--- src/rtl/cache_mem_pkg.sv ---
// Shared types and sizing constants for the cache-to-memory arbiter.
package cache_mem_pkg;

  localparam int ADDR_W          = 16;
  localparam int DATA_W          = 16;
  localparam int OFFSET_BITS     = 3;
  localparam int WORDS_PER_BLOCK = 8;
  localparam int CNT_W           = OFFSET_BITS + 1;

  // Clears the word-offset bits to get a block-aligned base address.
  localparam logic [ADDR_W-1:0] BLOCK_MASK =
    {{(ADDR_W-OFFSET_BITS){1'b1}}, {OFFSET_BITS{1'b0}}};

  localparam logic [CNT_W-1:0] WORDS_CNT = CNT_W'(WORDS_PER_BLOCK);

  typedef enum logic [1:0] {
    IDLE  = 2'd0,
    FILL  = 2'd1,
    WRITE = 2'd2
  } state_e;

  typedef enum logic {
    GNT_I = 1'b0,
    GNT_D = 1'b1
  } gnt_e;

endpackage

--- src/rtl/mem_arbiter.sv ---
// Arbitrates I-cache fills, D-cache fills and D-cache write-through stores
// onto a single pipelined main memory port.
//
// state | meaning
// ------+-----------------------------------------------------------------
// IDLE  | no access in flight; picks store > starved I > D > I each cycle
// FILL  | issues 8 back-to-back reads, steers returns to the granted cache
// WRITE | one-cycle store to memory, acknowledged to the D-cache
module mem_arbiter
  import cache_mem_pkg::*;
(
  input  logic              clk,
  input  logic              rst,
  input  logic              i_req,
  input  logic [ADDR_W-1:0] i_addr,
  input  logic              d_req,
  input  logic [ADDR_W-1:0] d_addr,
  input  logic              d_wr_req,
  input  logic [ADDR_W-1:0] d_wr_addr,
  input  logic [DATA_W-1:0] d_wr_data,
  output logic              i_fill_valid,
  output logic [DATA_W-1:0] i_fill_data,
  output logic [ADDR_W-1:0] i_fill_addr,
  output logic              d_fill_valid,
  output logic [DATA_W-1:0] d_fill_data,
  output logic [ADDR_W-1:0] d_fill_addr,
  output logic              d_wr_ack,
  output logic              mem_enable,
  output logic              mem_wr,
  output logic [ADDR_W-1:0] mem_addr,
  output logic [DATA_W-1:0] mem_wdata,
  input  logic [DATA_W-1:0] mem_rdata,
  input  logic              mem_data_valid
);

  state_e            state_q,     state_d;
  gnt_e              gnt_q,       gnt_d;
  logic [ADDR_W-1:0] base_q,      base_d;
  logic [CNT_W-1:0]  issue_cnt_q, issue_cnt_d;
  logic [CNT_W-1:0]  ret_cnt_q,   ret_cnt_d;
  logic [ADDR_W-1:0] wr_addr_q,   wr_addr_d;
  logic [DATA_W-1:0] wr_data_q,   wr_data_d;
  logic              i_starve_q,  i_starve_d;

  logic [CNT_W-1:0]  ret_cnt_inc;
  logic              issuing;

  assign ret_cnt_inc = ret_cnt_q + CNT_W'(1);
  assign issuing     = (state_q == FILL) && (issue_cnt_q < WORDS_CNT);

  // Next-state logic: arbitration in IDLE, counter advance in FILL.
  always_comb begin
    state_d     = state_q;
    gnt_d       = gnt_q;
    base_d      = base_q;
    issue_cnt_d = issue_cnt_q;
    ret_cnt_d   = ret_cnt_q;
    wr_addr_d   = wr_addr_q;
    wr_data_d   = wr_data_q;
    i_starve_d  = i_starve_q;

    unique case (state_q)
      IDLE: begin
        if (d_wr_req) begin
          wr_addr_d = d_wr_addr;
          wr_data_d = d_wr_data;
          state_d   = WRITE;
        end else if (i_req && (i_starve_q || !d_req)) begin
          gnt_d       = GNT_I;
          base_d      = i_addr & BLOCK_MASK;
          i_starve_d  = 1'b0;
          issue_cnt_d = '0;
          ret_cnt_d   = '0;
          state_d     = FILL;
        end else if (d_req) begin
          gnt_d       = GNT_D;
          base_d      = d_addr & BLOCK_MASK;
          // I lost this round; it wins the next one regardless of d_req.
          if (i_req) i_starve_d = 1'b1;
          issue_cnt_d = '0;
          ret_cnt_d   = '0;
          state_d     = FILL;
        end
      end

      WRITE: begin
        state_d = IDLE;
      end

      FILL: begin
        if (issuing) issue_cnt_d = issue_cnt_q + CNT_W'(1);
        if (mem_data_valid) begin
          ret_cnt_d = ret_cnt_inc;
          if (ret_cnt_inc == WORDS_CNT) begin
            issue_cnt_d = '0;
            ret_cnt_d   = '0;
            state_d     = IDLE;
          end
        end
      end

      default: begin
        state_d = IDLE;
      end
    endcase
  end

  // State and datapath registers; reset aborts any fill in flight.
  always_ff @(posedge clk or negedge rst) begin
    if (!rst) begin
      state_q     <= IDLE;
      gnt_q       <= GNT_I;
      base_q      <= '0;
      issue_cnt_q <= '0;
      ret_cnt_q   <= '0;
      wr_addr_q   <= '0;
      wr_data_q   <= '0;
      i_starve_q  <= 1'b0;
    end else begin
      state_q     <= state_d;
      gnt_q       <= gnt_d;
      base_q      <= base_d;
      issue_cnt_q <= issue_cnt_d;
      ret_cnt_q   <= ret_cnt_d;
      wr_addr_q   <= wr_addr_d;
      wr_data_q   <= wr_data_d;
      i_starve_q  <= i_starve_d;
    end
  end

  // Memory-side strobes: reads while issuing in FILL, a single write in WRITE.
  // Offsets stay below WORDS_PER_BLOCK, so base + offset never leaves the block.
  always_comb begin
    mem_enable = 1'b0;
    mem_wr     = 1'b0;
    mem_addr   = '0;
    mem_wdata  = '0;
    d_wr_ack   = 1'b0;
    if (state_q == WRITE) begin
      mem_enable = 1'b1;
      mem_wr     = 1'b1;
      mem_addr   = wr_addr_q;
      mem_wdata  = wr_data_q;
      d_wr_ack   = 1'b1;
    end else if (issuing) begin
      mem_enable = 1'b1;
      mem_addr   = base_q + ADDR_W'(issue_cnt_q[OFFSET_BITS-1:0]);
    end
  end

  // Return steering: forward each returning word to the granted cache only.
  always_comb begin
    i_fill_valid = 1'b0;
    i_fill_data  = '0;
    i_fill_addr  = '0;
    d_fill_valid = 1'b0;
    d_fill_data  = '0;
    d_fill_addr  = '0;
    if ((state_q == FILL) && mem_data_valid) begin
      if (gnt_q == GNT_I) begin
        i_fill_valid = 1'b1;
        i_fill_data  = mem_rdata;
        i_fill_addr  = base_q + ADDR_W'(ret_cnt_q[OFFSET_BITS-1:0]);
      end else begin
        d_fill_valid = 1'b1;
        d_fill_data  = mem_rdata;
        d_fill_addr  = base_q + ADDR_W'(ret_cnt_q[OFFSET_BITS-1:0]);
      end
    end
  end

endmodule

--- config.mk ---
export PLATFORM = sky130hd
export DESIGN_NAME = mem_arbiter
export DESIGN_NICKNAME = d
export VERILOG_FILES = /design/src/rtl/cache_mem_pkg.sv /design/src/rtl/mem_arbiter.sv
export SDC_FILE = /design/constraint.sdc
export NUM_CORES = 1
export LEC_CHECK = 0
export ABC_AREA = 0
export CAP_MARGIN = 5
export CELL_PAD_IN_SITES_DETAIL_PLACEMENT = 0
export CELL_PAD_IN_SITES_GLOBAL_PLACEMENT = 1
export CORE_MARGIN = 10
export CORE_UTILIZATION = 30
export DETAILED_ROUTE_END_ITERATION = 7
export PLACE_DENSITY_LB_ADDON = 0.1
export SLEW_MARGIN = 10
export SYNTH_ARGS = -nofsm -noshare
export SYNTH_HDL_FRONTEND = slang
export SYNTH_SLANG_ARGS = --single-unit
--- constraint.sdc ---
create_clock -name clk -period 2.81 [get_ports clk]
set_input_delay 0.281 -clock clk [delete_from_list [all_inputs] [get_ports clk]]
set_output_delay 0.281 -clock clk [all_outputs]
set_load 0.01 [all_outputs]
; ---- Yosys cells after proc, flatten, opt, wreduce, memory -nomap -nowiden
; Index checks and enable logic that the tools add are counted.
[classes]
n_addsub = 4
n_lt_le_gt_ge = 1
eq_ne = 8
muxes = 41
bitwise = 1
reduce_logical = 15
[op_table]
columns = cell, count
row1 = 16-bit two-way mux, 13
row2 = 16-bit by 3-bit adder with 16-bit output, 2
row3 = 4-bit two-way mux, 8
row4 = 4-bit one-hot mux with 2 select lines, 2
row5 = 1-bit two-way mux, 12
row6 = 2-bit two-way mux, 5
row7 = 3-bit AND reduction, 3
row8 = 4-bit by 1-bit adder with 4-bit output (second input constant), 2
row9 = 4-bit AND reduction, 2
row10 = 2-bit nonzero test, 3
row11 = 4-bit == test (second input constant), 1
row12 = 4-bit < comparator (second input constant), 1
row13 = 2-bit != test (second input constant), 2
row14 = 4-bit != test (second input constant), 1
row15 = 2-bit one-hot mux with 2 select lines, 1
row16 = 1-bit logical AND, 3
row17 = 3-bit != test (second input constant), 1
row18 = 2-bit by 1-bit == test with 1-bit output (second input constant), 1
row19 = 2-bit == test (second input constant), 1
row20 = 2-bit zero test, 1
row21 = 2-bit by 1-bit != test with 1-bit output (second input constant), 1
row22 = 2-bit AND reduction, 1
row23 = 1-bit zero test, 1
row24 = 1-bit logical OR, 1
row25 = 1-bit NOT, 1
[totals]
ff_bits = 60
out_inout_bits = 101

; ---- Depth between registers and ports, before layout
; Gate-level depths: netlist of run 1.
[logic_depth]
ltp_word = 6
mapped_depth = 7
mapped_depth_nobuf = 5

; ---- Worst setup path after synthesis of run 1
; OpenSTA, ideal clock, no wires.
[synth_timing]
path_kind = register to output
start = register state_q[0]
end = output port mem_addr[0]
arrival_time_ps = 1353
required_ps = 2529
setup_slack_ps = 1176
path_stages_with_launch = 7
path_buffers = 2
path_cell_list = dfrtp_1 buf_6 or2b_1 nor2_4 buf_4 ha_1 mux2_2
[synth_via]
elab_chain_cells = 4
word_cells_on_any_way = 5
[synth_lines]
columns = element, line_no
row1 = from (decl), mem_arbiter.sv:36  ; state_e state_q, state_d;
row2 = from (signal assigned), mem_arbiter.sv:120  ; state_q <= state_d;
row3 = 2-bit by 1-bit == test with 1-bit output, mem_arbiter.sv:49  ; assign issuing = (state_q == FILL) && (issue_cnt_q < WORDS_CNT);
row4 = 1-bit logical AND, mem_arbiter.sv:49
row5 = 16-bit two-way mux, mem_arbiter.sv:145  ; end else if (issuing) begin
row6 = 16-bit two-way mux (*), mem_arbiter.sv:139  ; if (state_q == WRITE) begin
row7 = to (decl), mem_arbiter.sv:30  ; output logic [ADDR_W-1:0] mem_addr,
; Every way passes the cells marked *; elsewhere a longest branch is shown, timed or not.

; ---- Worst setup path after layout of run 1
[layout_timing]
start = register state_q[0]
end = output port mem_addr[6]
; Same word-level chain as after synthesis.

==> results of run 1 <==
==> cell usage in the layout, fill, tap and decap left out, types with 4 or more instances in the layout <==
master and n:
a21oi_2 7, dfrtp_1 57, nand2_1 5, buf_4 6, o21ai_0 4, nor2_2 9, inv_1 6, nor2_1 8
ha_1 4, clkbuf_8 9, mux2_2 30, a22o_1 15, and2_1 80, a21oi_1 10, clkdlybuf4s50_1 179, mux2i_1 15
==> registers in the layout (all words and copies together) (netlist names) <==
name,cells
issue_cnt_q,4
wr_addr_q,16
state_q,2
gnt_q,1
ret_cnt_q,4
base_q,13
wr_data_q,16
i_starve_q,1
==> timing repair <==
action / CTS / global route
endpoints found under the setup margin: 0 / 1
resized for setup: 0 / 1
endpoints found under the hold margin: 24 / 0
hold buffers: 1 / 0
==> cell usage after synthesis, types with 2 or more instances <==
cell type   n  share of area (%)
and2_1     80                 15
dfrtp_1    57                 43
mux2_2     30                 10
a22o_1     15                4.0
mux2i_1    15                4.5
a21oi_1    10                1.5
nor2_1     10                1.1
a21oi_2     7                1.9
nor2_2      7                1.3
clkbuf_1    6               0.68
inv_1       6               0.68
buf_4       5                1.1
nand2_1     5               0.57
buf_2       4               0.61
ha_1        4                1.5
o21ai_0     4               0.61
mux2_1      3                1.0
nand2b_1    3               0.57
a21boi_0    2               0.45
a31oi_1     2               0.38
a41oi_1     2               0.53
buf_6       2               0.68
nand3_1     2               0.30
o211ai_1    2               0.45
o21ai_1     2               0.30
o22ai_1     2               0.38
==> cells by family (layout without fill, tap and decap cells) <==
logic type,after synthesis,after routing
xor+xnor,1,1
compound gates,52,52
buf+inv,26,211
fa+ha+maj,4,4
simple gates,119,119
mux,48,48
flops,57,57
==> area by class of cell <==
class	count	area, µm²	area share [%]
Clock buffer	11	131	2.41
Multi-Input combinational cell	224	1730	31.7
Clock inverter	5	80.1	1.47
Sequential cell	57	1430	26.1
Timing Repair Buffer	189	1890	34.7
Inverter	6	22.5	0.413
Tap cell	140	175	3.21
==> worst register-to-register path, stage by stage, from the launching register on <==
cell and delay, ns:
dfrtp_1 0.38, nand2b_1 0.15, nand2_1 0.49, buf_4 0.25, mux2i_1 0.26, a21oi_2 0.08
==> how the worst min path moves through the flow <==
| stage | slack [ns] | cells past startpoint | startpoint | to |
|---|---|---|---|---|
| detailed placement | 0.33 | 1 | rst | wr_addr_q[0]$_DFFE_PN0P_ |
| global placement | 0.33 | 1 | rst | wr_addr_q[0]$_DFFE_PN0P_ |
| floorplan | -0.01 | 0 | rst | base_q[10]$_DFFE_PN0P_ |
| CTS | 0.49 | 2 | rst | base_q[3]$_DFFE_PN0P_ |
| global route | 0.51 | 2 | i_starve_q$_DFFE_PN0P_ | i_starve_q$_DFFE_PN0P_ |
| finish | 0.48 | 2 | i_starve_q$_DFFE_PN0P_ | i_starve_q$_DFFE_PN0P_ |
==> per-layer routing <==
| metal | vias to the layer above | GRT usage (%) |
|---|---|---|
| met1 | 1344 | 15.5 |
| met2 | 111 | 22.0 |
| met4 | 0 | 3.46 |
| li1 | 1419 | - |
| met5 | - | 0 |
| met3 | 8 | 7.35 |
==> per-stage QoR <==
stage	instances	instance area, µm²
after floorplan	307	3310
after global placement	615	5230
after detailed placement	615	5230
after CTS	632	5460
after global routing	632	5460
final	632	5460
==> power breakdown <==
part           switching (mW)  leakage [nW]  internal [mW]
registers               0.331         0.672           1.21
logic                   0.977          1.47           1.35
clock network           0.331        0.0995          0.498
==> results.sh, run 1 <==
export IMPL_async_flop_share_pct=100
export IMPL_routed_wl_met3_mm=1.23
export IMPL_crit_start="state_q[0]$_DFFE_PN0P_"
export IMPL_num_vias=2882
export IMPL_hold_violations=0
export IMPL_synthToLayoutAreaGrowth_pct=64.9
export IMPL_n_antenna_cell=0
export IMPL_final_setup_tns_ns=0
export IMPL_synthMuxAreaShare_pct=15.8
export IMPL_gp_congestion=0.772
export IMPL_crit_path_end="mem_addr[6]"
export IMPL_wl_per_cell_um=17.5
export IMPL_synth_compound_area_share_pct=11.5
export IMPL_rr_worst_depth=5
export IMPL_syn_area_um2=3310
export IMPL_clock_fmax_ghz=0.395
export IMPL_r2r_start="i_starve_q$_DFFE_PN0P_"
export IMPL_synth_xor_area_share_pct=0.265
export IMPL_rsz0062_at_grt="no"
export IMPL_synthSimpleGateAreaFrac_pct=23.1
export IMPL_synthCells=307
export IMPL_clock_sinks=57
export IMPL_pin_count=187
export IMPL_syn_nets=397
export IMPL_antenna_found_initial=0
export IMPL_synth_ff_type="dfrtp_1"
export IMPL_power_density_nw_per_um2=860
export IMPL_cts_tree="yes"
export IMPL_status="finished clean"
export IMPL_clock_latency_ns=0.34
export IMPL_period_minus_slack_ns=2.53
export IMPL_synth_edf_count=0
export IMPL_wl_met1_mm=4.59
export IMPL_synth_fa_ha_area_share_pct=1.51
export IMPL_grt_pass1_wl_mm=17.4
export IMPL_ys_warn_count=0
export IMPL_overflow=0
export IMPL_tightestPinTransition_ns=0.659
export IMPL_grt_max_degree=36
export IMPL_dp_slack_ns=0.362
export IMPL_synth_seq_area_share_pct=43.1
export IMPL_cp_top_family="buffers and inverters"
export IMPL_timing_reg2reg_setup_slack_ns=1.06
export IMPL_core_area_um2=10800
export IMPL_rows=38
export IMPL_slowest_stage="clkdlybuf4s50_1"
export IMPL_period_share_pct=90.2
export IMPL_cts_setup_buffers=0
export IMPL_ys_ff_latch=57
export IMPL_die_w_um=125
export IMPL_crit_path_end_kind="output pin"
export IMPL_top_layer="met4"
export IMPL_dieArea_um2=15600
export IMPL_viasPerCell=4.56
export IMPL_dp_hpwl_mm=8.81
export IMPL_fin_util_pct=50.3
export IMPL_drc=0
export IMPL_path_cells="or2b_1 > nor2_4 > buf_4 > a22o_1 > clkdlybuf4s50_1"
export IMPL_maxSlewViolCount=0
export IMPL_path_clk_slew_ns=0.08
export IMPL_r2r_end="base_q[8]$_DFFE_PN0P_"
export IMPL_start_util_pct=30.5
export IMPL_slew_headroom_pct=56.0
export IMPL_h_tree_depth=3
export IMPL_critPathLaunchType="flop"
export IMPL_critPathKind="flop to output pin"
export IMPL_worstPathRequired_ns=2.53
export IMPL_synth_top_family_by_area="simple AND/OR/NAND/NOR gates"
export IMPL_finalWirelength_mm=11.1
export IMPL_hp_class="flop to flop"
export IMPL_skew_ns=0.0140
export IMPL_arrival_ns=2.25
export IMPL_cts_root_buf="clkbuf_8"
export IMPL_clockBufferDepth=2
export IMPL_vdd_ir_drop_max_mv=0.442
export IMPL_port_buffers=180
export IMPL_grt_pass1_vias=2994
export IMPL_p_leak_nw=2.24
export IMPL_dr_pass1_iters=4
export IMPL_total_power_mw=4.69
export IMPL_maxCapViolCount=0
export IMPL_grt_usage_pct=13.7
export IMPL_fp_dieH_um=125
export IMPL_nets=577
export IMPL_ant_nets=0
export IMPL_nFillCells=1042
export IMPL_path_max_fanout=16
export IMPL_whs_ns=0.481
export IMPL_postSynthAreaPerCell_um2=10.8
export IMPL_critPathMaxStageDelay_ns=0.56
export IMPL_first_iter_violations=108
export IMPL_crit_buf_inv=2
export IMPL_setup_viol=0
export IMPL_drive_gt1_share_pct=15.7
export IMPL_wl_met2_mm=5.15
export IMPL_worst_slack_ns=0.275
export IMPL_worst_path_stages=5
export IMPL_ys_types=46
export IMPL_numCtsBuffers=9
Power figures use the tool's default switching activity.
==> run 2, diff against run 1 <==
==> constraint.sdc (replaced) <==
create_clock -name clk -period 2.81 [get_ports clk]
set_input_delay 0.562 -clock clk [delete_from_list [all_inputs] [get_ports clk]]
set_output_delay 0.562 -clock clk [all_outputs]
set_load 0.01 [all_outputs]
==> run 2 against run 1 <==
  * Worst hold slack got worse by 0.20 ns
  * Setup slack got worse by 0.16 ns
  * Clock power down 8.8%
  * Final cell count grew 1.9%
  * Sequential share of layout area fell by 0.51 points
  * Maximum frequency down 6.1%
  * Sequential cell count unchanged
  * Power is 1.1% higher
  * Clock skew decreased by 0.0079 ns
  * Wire length grew 2.4%
  * Largest cell class unchanged
==> results.sh, run 2 (synthesis results as in run 1) <==
export IMPL_nets=589
export IMPL_p_leak_nw=2.45
export IMPL_clockBufferDepth=2
export IMPL_clock_fmax_ghz=0.371
export IMPL_skew_ns=0.00615
export IMPL_grtUsageMet1_pct=14.8
export IMPL_rsz0062_at_grt="no"
export IMPL_critPathKind="flop to output pin"
export IMPL_clock_latency_ns=0.34
export IMPL_setup_viol=0
export IMPL_gp_congestion=0.778
export IMPL_nFillCells=1033
export IMPL_grt_pass1_wl_mm=17.4
export IMPL_mostFrequentLayoutCells="clkdlybuf4s50_1, and2_1, dfrtp_1, mux2_2"
export IMPL_dp_hpwl_mm=9.12
export IMPL_overflow=0
export IMPL_period_minus_slack_ns=2.70
export IMPL_crit_path_end_kind="output pin"
export IMPL_numCtsBuffers=9
export IMPL_fp_dieH_um=125
export IMPL_first_iter_violations=73
export IMPL_drc=0
export IMPL_grt_pass1_vias=3092
export IMPL_cts_root_buf="clkbuf_8"
export IMPL_maxSlewViolCount=0
export IMPL_die_w_um=125
export IMPL_drive_gt1_share_pct=18.7
export IMPL_rows=38
export IMPL_grtUsageMet3_pct=7.31
export IMPL_dr_pass1_iters=4
export IMPL_path_clk_slew_ns=0.07
export IMPL_n_antenna_cell=0
export IMPL_antenna_found_initial=0
export IMPL_slew_headroom_pct=50.3
export IMPL_cts_hold_buf=0
export IMPL_grtUsageMet2_pct=23.2
export IMPL_hold_violations=0
export IMPL_grt_usage_pct=13.9
export IMPL_vdd_ir_drop_max_mv=0.359
export IMPL_wl_per_cell_um=17.6
export IMPL_clock_sinks=57
export IMPL_synthToLayoutAreaGrowth_pct=68.5
export IMPL_hp_class="input port to asynchronous set/reset pin"
export IMPL_busiest_layer="met2"
export IMPL_top_regs="wr_addr_q (16), wr_data_q (16), base_q (13)"
export IMPL_cts_tree="yes"
export IMPL_start_util_pct=30.5
export IMPL_critPathLaunchType="flop"
export IMPL_arrival_ns=2.14
export IMPL_grt_max_degree=34
export IMPL_power_density_nw_per_um2=851
export IMPL_num_vias=2960
export IMPL_dp_slack_ns=-0.0817
export IMPL_period_share_pct=96.0
export IMPL_viasPerCell=4.60
export IMPL_pin_count=187
export IMPL_ant_nets=0
export IMPL_core_area_um2=10800
export IMPL_h_tree_depth=3
export IMPL_tightestPinTransition_ns=0.746
export IMPL_whs_ns=0.283
export IMPL_path_max_fanout=20
export IMPL_maxCapViolCount=0
export IMPL_port_buffers=180
export IMPL_dieArea_um2=15600
export IMPL_status="finished clean"
export IMPL_worstPathRequired_ns=2.25
export IMPL_finalWirelength_mm=11.3
export IMPL_layout_commonest_cell="clkdlybuf4s50_1"
export IMPL_worst_slack_ns=0.112
run 2: metrics by stage:
step                total power [mW]  instance area [µm²]  util, %  cells  TNS (ns)
global route                    5.10                 5580     51.4    644         0
finish                          4.74                 5580     51.4    644         0
floorplan                       2.79                 3310        -    307         0
CTS                             4.77                 5490     50.7    638   -0.0106
detailed placement              3.98                 5290     48.8    622     -1.56
global placement                3.93                 5290     48.8    622     -1.15
run 2: final cells by class:
cell class	count	area, µm²	share of cell area (%)
clock buffer	10	138	2.47
multi-input combinational	224	1740	31.2
sequential	57	1430	25.6
timing repair buffer	201	2010	36.1
inverter	6	22.5	0.404
tap	140	175	3.14
clock inverter	6	57.6	1.03
run 2: timing repair:
item / 4_1_cts / 5_1_grt
gates cloned: 0 / 1
buffers inserted: 0 / 5
endpoints found under the hold margin: 0 / 0
pin swaps: 0 / 1
endpoints found under the setup margin: 72 / 69
resized for setup: 17 / 8
run 2: final timing paths:
kind / start / end / slack, ns / depth (start not counted)
setup / recovery: state_q[0]$_DFFE_PN0P_ / mem_addr[11] / 0.11 / 4
hold / removal: rst / wr_addr_q[0]$_DFFE_PN0P_ / 0.28 / 1
setup reg to reg: state_q[1]$_DFFE_PN0P_ / base_q[5]$_DFFE_PN0P_ / 1.09 / 5
hold reg to reg: wr_data_q[5]$_DFFE_PN0P_ / wr_data_q[5]$_DFFE_PN0P_ / 0.48 / 1
max in group asynchronous: rst / wr_data_q[0]$_DFFE_PN0P_ / 1.83 / 2
min in group clk: wr_data_q[5]$_DFFE_PN0P_ / wr_data_q[5]$_DFFE_PN0P_ / 0.48 / 1
run 2: layer usage:
| metal | up-vias | part of all wire, % |
|---|---|---|
| met1 | 1394 | 40 |
| met4 | 0 | 1.4 |
| met2 | 115 | 48 |
| met3 | 11 | 11 |
| li1 | 1440 | - |
| met5 | - | 0 |
run 2: power breakdown:
part | leakage (nW) | internal, mW | switching [mW] | total, mW
Combinational | 1.68 | 1.43 | 1.02 | 2.45
Clock | 0.102 | 0.426 | 0.330 | 0.756
Sequential | 0.670 | 1.21 | 0.322 | 1.54
run 2: worst max-delay path, stage by stage, from the launching register on:
cell and delay, ns:
dfrtp_2 0.44, and2b_4 0.43, buf_4 0.21, a22o_1 0.14, clkdlybuf4s50_1 0.56
==> run 3, diff against run 2 <==
==> constraint.sdc (replaced) <==
create_clock -name clk -period 2.81 [get_ports clk]
set_input_delay 0.281 -clock clk [delete_from_list [all_inputs] [get_ports clk]]
set_output_delay 0.281 -clock clk [all_outputs]
set_load 0.01 [all_outputs]
==> results of run 3 <==
Final layout, timing and power as in run 1 (identical DEF).
